==> src/rtl/reg_wb_if.sv <==
// Writeback bus between the two requesters, the clear control and the register file write port.
// The slave modport is the arbiter's view; master is the requester/register-file side.
interface reg_wb_if #(
  parameter int DW = 32,
  parameter int AW = 5
);
  logic          a_valid;
  logic          a_ready;
  logic [AW-1:0] a_addr;
  logic [DW-1:0] a_data;
  logic          b_valid;
  logic          b_ready;
  logic [AW-1:0] b_addr;
  logic [DW-1:0] b_data;
  logic          clr_start;
  logic          clr_busy;
  logic          clr_done;
  logic          wr_en;
  logic [AW-1:0] wr_addr;
  logic [DW-1:0] wr_data;
  logic [1:0]    wr_src;

  modport slave (
    input  a_valid, a_addr, a_data, b_valid, b_addr, b_data, clr_start,
    output a_ready, b_ready, clr_busy, clr_done, wr_en, wr_addr, wr_data, wr_src
  );

  modport master (
    output a_valid, a_addr, a_data, b_valid, b_addr, b_data, clr_start,
    input  a_ready, b_ready, clr_busy, clr_done, wr_en, wr_addr, wr_data, wr_src
  );
endinterface

==> src/rtl/reg_wb_arbiter.sv <==
// Round-robin arbiter sharing the register file write port between A (EX) and B (load),
// plus a soft-clear sequence that zeroes r1..NREG-1 through the same port.
module reg_wb_arbiter #(
  parameter int DW   = 32,
  parameter int AW   = 5,
  parameter int NREG = 32
) (
  input  logic     clk,
  input  logic     rst,
  reg_wb_if.slave  bus
);
  localparam int CW = $clog2(NREG);
  localparam logic [1:0] SRC_NONE = 2'b00;
  localparam logic [1:0] SRC_A    = 2'b01;
  localparam logic [1:0] SRC_B    = 2'b10;
  localparam logic [1:0] SRC_CLR  = 2'b11;

  typedef enum logic { S_ARB, S_CLEAR } state_e;
  typedef enum logic { RR_A, RR_B } rr_e;

  state_e        state_q, state_d;
  rr_e           rr_q, rr_d;
  logic [CW-1:0] cnt_q, cnt_d;
  logic          wr_en_q, wr_en_d;
  logic [AW-1:0] wr_addr_q, wr_addr_d;
  logic [DW-1:0] wr_data_q, wr_data_d;
  logic [1:0]    wr_src_q, wr_src_d;
  logic          busy_q, busy_d;
  logic          done_q, done_d;
  logic          grant_a, grant_b;

  // NOTE: every always_comb output gets a default first, so no path leaves a value
  // unassigned and no latch is inferred.
  always_comb begin
    state_d   = state_q;
    rr_d      = rr_q;
    cnt_d     = cnt_q;
    wr_en_d   = 1'b0;
    wr_addr_d = wr_addr_q;
    wr_data_d = wr_data_q;
    wr_src_d  = SRC_NONE;
    busy_d    = 1'b0;
    done_d    = 1'b0;
    grant_a   = 1'b0;
    grant_b   = 1'b0;

    case (state_q)
      S_ARB: begin
        if (bus.clr_start) begin
          // Clear wins over any request presented in the same cycle.
          state_d   = S_CLEAR;
          cnt_d     = CW'(1);
          wr_en_d   = 1'b1;
          wr_addr_d = AW'(cnt_d);
          wr_data_d = '0;
          wr_src_d  = SRC_CLR;
          busy_d    = 1'b1;
          done_d    = (cnt_d == CW'(NREG - 1));
        end else if (bus.a_valid && (!bus.b_valid || rr_q == RR_A)) begin
          grant_a   = 1'b1;
          rr_d      = RR_B;
          wr_en_d   = (bus.a_addr != '0);
          wr_addr_d = bus.a_addr;
          wr_data_d = bus.a_data;
          wr_src_d  = SRC_A;
        end else if (bus.b_valid) begin
          grant_b   = 1'b1;
          rr_d      = RR_A;
          wr_en_d   = (bus.b_addr != '0);
          wr_addr_d = bus.b_addr;
          wr_data_d = bus.b_data;
          wr_src_d  = SRC_B;
        end
      end
      S_CLEAR: begin
        // The register outputs already show cnt_q; load the next address or finish.
        if (cnt_q == CW'(NREG - 1)) begin
          state_d = S_ARB;
        end else begin
          cnt_d     = cnt_q + 1'b1;
          wr_en_d   = 1'b1;
          wr_addr_d = AW'(cnt_d);
          wr_data_d = '0;
          wr_src_d  = SRC_CLR;
          busy_d    = 1'b1;
          done_d    = (cnt_d == CW'(NREG - 1));
        end
      end
      default: state_d = S_ARB;
    endcase
  end

  // NOTE: sequential state uses non-blocking assignments so all flops update together
  // from values sampled at the same edge.
  always_ff @(posedge clk or posedge rst) begin
    if (rst) begin
      state_q   <= S_ARB;
      rr_q      <= RR_A;
      cnt_q     <= '0;
      wr_en_q   <= 1'b0;
      wr_addr_q <= '0;
      wr_data_q <= '0;
      wr_src_q  <= SRC_NONE;
      busy_q    <= 1'b0;
      done_q    <= 1'b0;
    end else begin
      state_q   <= state_d;
      rr_q      <= rr_d;
      cnt_q     <= cnt_d;
      wr_en_q   <= wr_en_d;
      wr_addr_q <= wr_addr_d;
      wr_data_q <= wr_data_d;
      wr_src_q  <= wr_src_d;
      busy_q    <= busy_d;
      done_q    <= done_d;
    end
  end

  // Readies are forced low while reset is held, independent of the clock.
  assign bus.a_ready  = grant_a & ~rst;
  assign bus.b_ready  = grant_b & ~rst;
  assign bus.wr_en    = wr_en_q;
  assign bus.wr_addr  = wr_addr_q;
  assign bus.wr_data  = wr_data_q;
  assign bus.wr_src   = wr_src_q;
  assign bus.clr_busy = busy_q;
  assign bus.clr_done = done_q;
endmodule

==> src/flat_wrapper.sv <==
// flat-port wrapper written by rule: the top's interface ports become plain ports
module reg_wb_arbiter_flat 
#(
  parameter int DW   = 32,
  parameter int AW   = 5,
  parameter int NREG = 32
)
  (clk, rst, bus_a_valid, bus_a_addr, bus_a_data, bus_b_valid, bus_b_addr, bus_b_data, bus_clr_start, bus_a_ready, bus_b_ready, bus_clr_busy, bus_clr_done, bus_wr_en, bus_wr_addr, bus_wr_data, bus_wr_src);
  reg_wb_if #(.DW(DW), .AW(AW)) bus_i ();
  input  logic clk;
  input  logic rst;
  input wire logic [$bits(bus_i.a_valid)-1:0] bus_a_valid;
  input wire logic [$bits(bus_i.a_addr)-1:0] bus_a_addr;
  input wire logic [$bits(bus_i.a_data)-1:0] bus_a_data;
  input wire logic [$bits(bus_i.b_valid)-1:0] bus_b_valid;
  input wire logic [$bits(bus_i.b_addr)-1:0] bus_b_addr;
  input wire logic [$bits(bus_i.b_data)-1:0] bus_b_data;
  input wire logic [$bits(bus_i.clr_start)-1:0] bus_clr_start;
  output wire logic [$bits(bus_i.a_ready)-1:0] bus_a_ready;
  output wire logic [$bits(bus_i.b_ready)-1:0] bus_b_ready;
  output wire logic [$bits(bus_i.clr_busy)-1:0] bus_clr_busy;
  output wire logic [$bits(bus_i.clr_done)-1:0] bus_clr_done;
  output wire logic [$bits(bus_i.wr_en)-1:0] bus_wr_en;
  output wire logic [$bits(bus_i.wr_addr)-1:0] bus_wr_addr;
  output wire logic [$bits(bus_i.wr_data)-1:0] bus_wr_data;
  output wire logic [$bits(bus_i.wr_src)-1:0] bus_wr_src;
  assign bus_i.a_valid = bus_a_valid;
  assign bus_i.a_addr = bus_a_addr;
  assign bus_i.a_data = bus_a_data;
  assign bus_i.b_valid = bus_b_valid;
  assign bus_i.b_addr = bus_b_addr;
  assign bus_i.b_data = bus_b_data;
  assign bus_i.clr_start = bus_clr_start;
  assign bus_a_ready = bus_i.a_ready;
  assign bus_b_ready = bus_i.b_ready;
  assign bus_clr_busy = bus_i.clr_busy;
  assign bus_clr_done = bus_i.clr_done;
  assign bus_wr_en = bus_i.wr_en;
  assign bus_wr_addr = bus_i.wr_addr;
  assign bus_wr_data = bus_i.wr_data;
  assign bus_wr_src = bus_i.wr_src;
  reg_wb_arbiter #(.DW(DW), .AW(AW), .NREG(NREG)) u_core (.clk(clk), .rst(rst), .bus(bus_i));
endmodule
==> config.mk <==
export PLATFORM = sky130hd
export DESIGN_NAME = reg_wb_arbiter_flat
export DESIGN_NICKNAME = d
export VERILOG_FILES = /design/src/rtl/reg_wb_if.sv /design/src/rtl/reg_wb_arbiter.sv /design/src/flat_wrapper.sv
export SDC_FILE = /design/constraint.sdc
export NUM_CORES = 1
export LEC_CHECK = 0
export BUFFER_PORTS_ARGS = -buffer_cell sky130_fd_sc_hd__buf_2
export CORE_MARGIN = 10
export CORE_UTILIZATION = 47
export DETAILED_ROUTE_END_ITERATION = 8
export GPL_TIMING_DRIVEN = 0
export PLACE_DENSITY = 0.85
export SYNTH_ARGS = -nofsm -noshare
export SYNTH_HDL_FRONTEND = slang
export SYNTH_SLANG_ARGS = --single-unit
==> constraint.sdc <==
create_clock -name clk -period 4.1 [get_ports clk]
set_clock_uncertainty 0.2 [all_clocks]
set_input_delay 0.205 -clock clk [delete_from_list [all_inputs] [get_ports clk]]
set_output_delay 0.205 -clock clk [all_outputs]
set_load 0.05 [all_outputs]
==> Flow_metrics.wiki <==
{| class="wikitable"
! Metric !! Value
|-
| Status || completed
|-
| Row count || 24
|-
| Synthesis-to-finish area growth || 64.9%
|-
| Clock latency on the worst-skew pair || 310 ps
|-
| Sink Count || 48
|-
| Count of vias placed by the detailed router || approximately 2500
|-
| FF-to-FF End || u_core.bus.wr_data[15]$_DFFE_PP0P_
|-
| Post-detailed-route DRC marker count || 0
|-
| Areal power density over the cells || 412 mW/mm2
|-
| Minimum period implied by the final worst setup slack || 3170 ps
|-
| Clock slew at the register clock pins of the worst setup and hold paths || 70 ps
|-
| Layout net count || between 400 and 500
|-
| Pin count of the biggest net entering global routing || 27
|-
| Cell type contributing the most total cell area after synthesis || dfrtp_1
|-
| Peak ir drop on the vdd network || about 0.23 mV
|-
| Detailed Route WL || 8860 um
|-
| Most numerous cell on the critical path || ha_1
|-
| Synthesized instance count || 197
|-
| Path type of the worst min-delay path || input pin to flop
|-
| Reg2reg start || u_core.cnt_q[0]$_DFFE_PP0P_
|-
| Max Cap Violations || 0
|-
| Count of cells resized by post-cts repair || 0
|-
| Area of the core || 0.00441 mm2
|-
| GPL Wtd Cong || 0.912
|-
| Switching power share of the total || 39.2%
|-
| Timing startpoint of the critical path || u_core.cnt_q[0]$_DFFE_PP0P_
|-
| Main flop type after synthesis || dfrtp_1
|-
| Worst Path Required || 4100 ps
|-
| Setup total negative slack || 0 ps
|-
| Crit share post-route || just under 80%
|-
| Via count normalized by instance count || 5.60
|-
| Launch point of the worst hold path || bus_a_data[29]
|-
| Number of endpoints with negative hold slack in the final report || 0
|-
| Fmax || between 300 and 400 MHz
|-
| Number of unique standard cell types used by synthesis || 35
|-
| Setup CP Type || flop to flop
|-
| Clock Root Buffer || clkbuf_8
|-
| Number of global-route vias before repair || about 2600
|-
| Number of antenna-violating nets in the routed design || 0
|-
| WHS Endpoint || u_core.bus.wr_data[29]$_DFFE_PP0P_
|-
| CP Cell Sequence || ha_1 -> and3_1 -> ha_1 -> nand2_1 -> o41ai_4 -> clkbuf_1 -> a222oi_1 -> dlygate4sd3_1 -> inv_1
|-
| Clock power frac || 18.3%
|-
| Worst-case clock buffer depth || 2
|-
| Number of buffers created by CTS || 5
|-
| Detail Route met2 WL || between 4000 and 5000 um
|-
| Mean routed wirelength per cell || 20.0 um
|-
| Mapped Nets || around 280
|-
| Post-route worst hold slack || 2.68 ps
|-
| Part of the power in combinational logic || 40.7%
|-
| Cell types occupying the most area after synthesis || dfrtp_1, a222oi_1, inv_1, nand2_1, mux2i_1
|-
| Hold Crit Depth || 3
|-
| Wire length of the first global-routing pass || 13600 um
|-
| Register area share after synthesis || 55.2%
|-
| Routed length on met3 || 852 um
|-
| Number of buffers inserted by port buffering || 122
|-
| Area of the mapped netlist || 0.00218 mm2
|-
| Post-Route M1 WL || around 2900 um
|-
| Global-route usage over all layers || 22.7%
|-
| Worst slew margin || 54.0%
|-
| I/O pin count || 123
|-
| Number of post-CTS setup repair buffers || 0
|-
| Initial Util || 49.3%
|-
| Count of endpoints failing setup in the final report || 0
|-
| Portion of total power attributed to sequential cells || ~41%
|-
| Async set-reset flop share out of synthesis || 100%
|-
| Setup slack of the worst register-to-register path || 930 ps
|-
| Switching power of the nets || 0.000580 W
|-
| Pre-Repair DR Iteration Count || 7
|-
| Yosys reg bits || 48
|-
| Antenna Diode Count || 0
|-
| Number of enable-type register cells in the synthesized netlist || 0
|-
| Critical path endpoint category || flop
|-
| Floorplan die height || 88.0 um
|-
| Chip Width || slightly below 90 um
|-
| Depth of the most critical reg-to-reg path || 9
|-
| Mean area per synthesized cell || roughly 11 um2
|-
| Number of synthesis warnings || 0
|-
| Sum of net half-perimeters after detailed placement || ~5600 um
|-
| Startpoint type of the worst setup path || flop
|-
| Total internal power || about 0.00090 W
|-
| Leakage power || 1.99 nW
|-
| Cell with the biggest individual delay on the critical path || dlygate4sd3_1
|-
| RSZ-0062 raised after global routing || false
|-
| Fill cell count || 280
|-
| Overflow left after global routing || 0
|-
| Transition at the pin with the smallest max-transition slack || between 600 and 700 ps
|-
| Iteration-0 DRC Markers || approximately 240
|-
| Maximum cell stage delay along the critical path || between 600 and 700 ps
|-
| Share of the synthesized area in the top cell type || 55.2%
|-
| H-tree levels || 2
|-
| Arrival time at the worst endpoint || 3170 ps
|-
| Share of post-route cells with drive strength above 1 || 36.4%
|-
| Max-slew violations || 0
|-
| Area of the die || 0.00775 mm2
|-
| Number of buffers inserted by hold repair at cts || 63
|-
| Largest fanout on the critical path || 10
|-
| Antenna violations before repair || 0
|-
| Uppermost layer routed || met4
|-
| Clock tree from TritonCTS || built
|}
==> Yosys cell counts, types with 2 or more instances <==
| master | number |
|---|---|
| dfrtp_1 | 48 |
| inv_1 | 31 |
| a222oi_1 | 28 |
| nand2_1 | 18 |
| o21ai_0 | 9 |
| mux2i_1 | 6 |
| nand3_1 | 5 |
| buf_2 | 4 |
| buf_6 | 4 |
| clkbuf_1 | 4 |
| nor2_1 | 4 |
| a21oi_1 | 3 |
| a22oi_1 | 3 |
| and3_1 | 3 |
| ha_1 | 3 |
| nor3_1 | 3 |
| a31oi_1 | 2 |
| o21ai_1 | 2 |
==> critical path, delay by kind of cell, from the launching register on <==
| kind | cells | cell delay, ps |
|---|---|---|
| flip-flops | 1 | 420 |
| AO/OA/AOI/OAI | 2 | 570 |
| AND/OR/NAND/NOR | 2 | 420 |
| buffers and inverters | 3 | 960 |
| adder cells (fa/ha/maj) | 2 | 500 |
==> metal layers <==
metal	track usage [%]	vias to the layer above
li1	-	1115
met1	23.0	1163
met2	40.5	156
met3	6.69	40
met4	13.0	0
met5	0	-
==> through the flow <==
stage | area (um2) | setup slack [ps] | power (W) | util (%) | cells
floorplan | 2180 | 1840 | 0.000985 | - | 197
global placement | 2850 | 1420 | 0.00113 | 64.6 | 371
detailed placement | 2880 | 1590 | 0.00115 | 65.2 | 372
CTS | 3590 | 1070 | 0.00147 | 81.3 | 442
global route | 3590 | 802 | 0.00155 | 81.3 | 442
finish | 3590 | 931 | 0.00148 | 81.3 | 442
==> kinds of logic (layout without fill, tap and decap cells) <==
group	after synthesis	in the layout	share of synthesized area, %
AO/OA/AOI/OAI	55	55	21.7
flip-flops	48	48	55.2
buffers and inverters	43	236	9.03
AND/OR/NAND/NOR	40	40	8.80
multiplexers	6	6	2.76
adder cells (fa/ha/maj)	3	3	1.73
XOR/XNOR	2	2	0.805
==> sequential cells by signal (all words and copies together), names as in the netlist <==
register             flops
u_core.cnt_q             5
u_core.bus.wr_data      32
u_core.bus.clr_done      1
u_core.bus.wr_en         1
u_core.bus.wr_addr       5
u_core.bus.wr_src        2
u_core.state_q           1
u_core.rr_q              1
==> layout make-up <==
cell class / count / area, um2 / share of cell area [%]
inverter: 31 / 116 / 3.24
multi-input combinational: 106 / 778 / 21.7
clock inverter: 1 / 5.00 / 0.140
timing repair buffer: 186 / 1270 / 35.4
buffer: 12 / 80.1 / 2.23
tap: 52 / 65.1 / 1.81
clock buffer: 6 / 72.6 / 2.02
sequential: 48 / 1200 / 33.5
==> cells in the final DEF, fill, tap and decap left out, types with 2 or more instances in the layout <==
cell	count
buf_2	126
dlygate4sd3_1	63
dfrtp_1	48
inv_1	30
a222oi_1	28
nand2_1	18
o21ai_0	9
mux2i_1	6
clkbuf_1	5
nand3_1	5
clkbuf_8	5
buf_6	4
nor2_1	4
nor3_1	3
and3_1	3
a22oi_1	3
a21oi_1	3
ha_1	3
o21ai_1	2
a31oi_1	2
==> power by group through the flow <==
stage | clock network (W) | logic (W) | registers (W)
2_1_floorplan | 0 | 0.000224 | 0.000761
3_3_place_gp | 0 | 0.000518 | 0.000608
3_5_place_dp | 0 | 0.000536 | 0.000613
4_1_cts | 0.000272 | 0.000596 | 0.000604
5_1_grt | 0.000291 | 0.000644 | 0.000618
6_report | 0.000270 | 0.000601 | 0.000607
==> how the worst max path moves through the flow <==
stage	endpoint	slack [ps]
6_report	u_core.bus.wr_data[15]$_DFFE_PP0P_	930
3_5_place_dp	u_core.bus.wr_data[16]$_DFFE_PP0P_	1590
3_3_place_gp	bus_a_ready	1420
4_1_cts	u_core.bus.wr_data[23]$_DFFE_PP0P_	1070
2_1_floorplan	bus_a_ready	1840
5_1_grt	u_core.bus.wr_data[15]$_DFFE_PP0P_	800
Note: power is estimated with default switching activity, not from simulation.
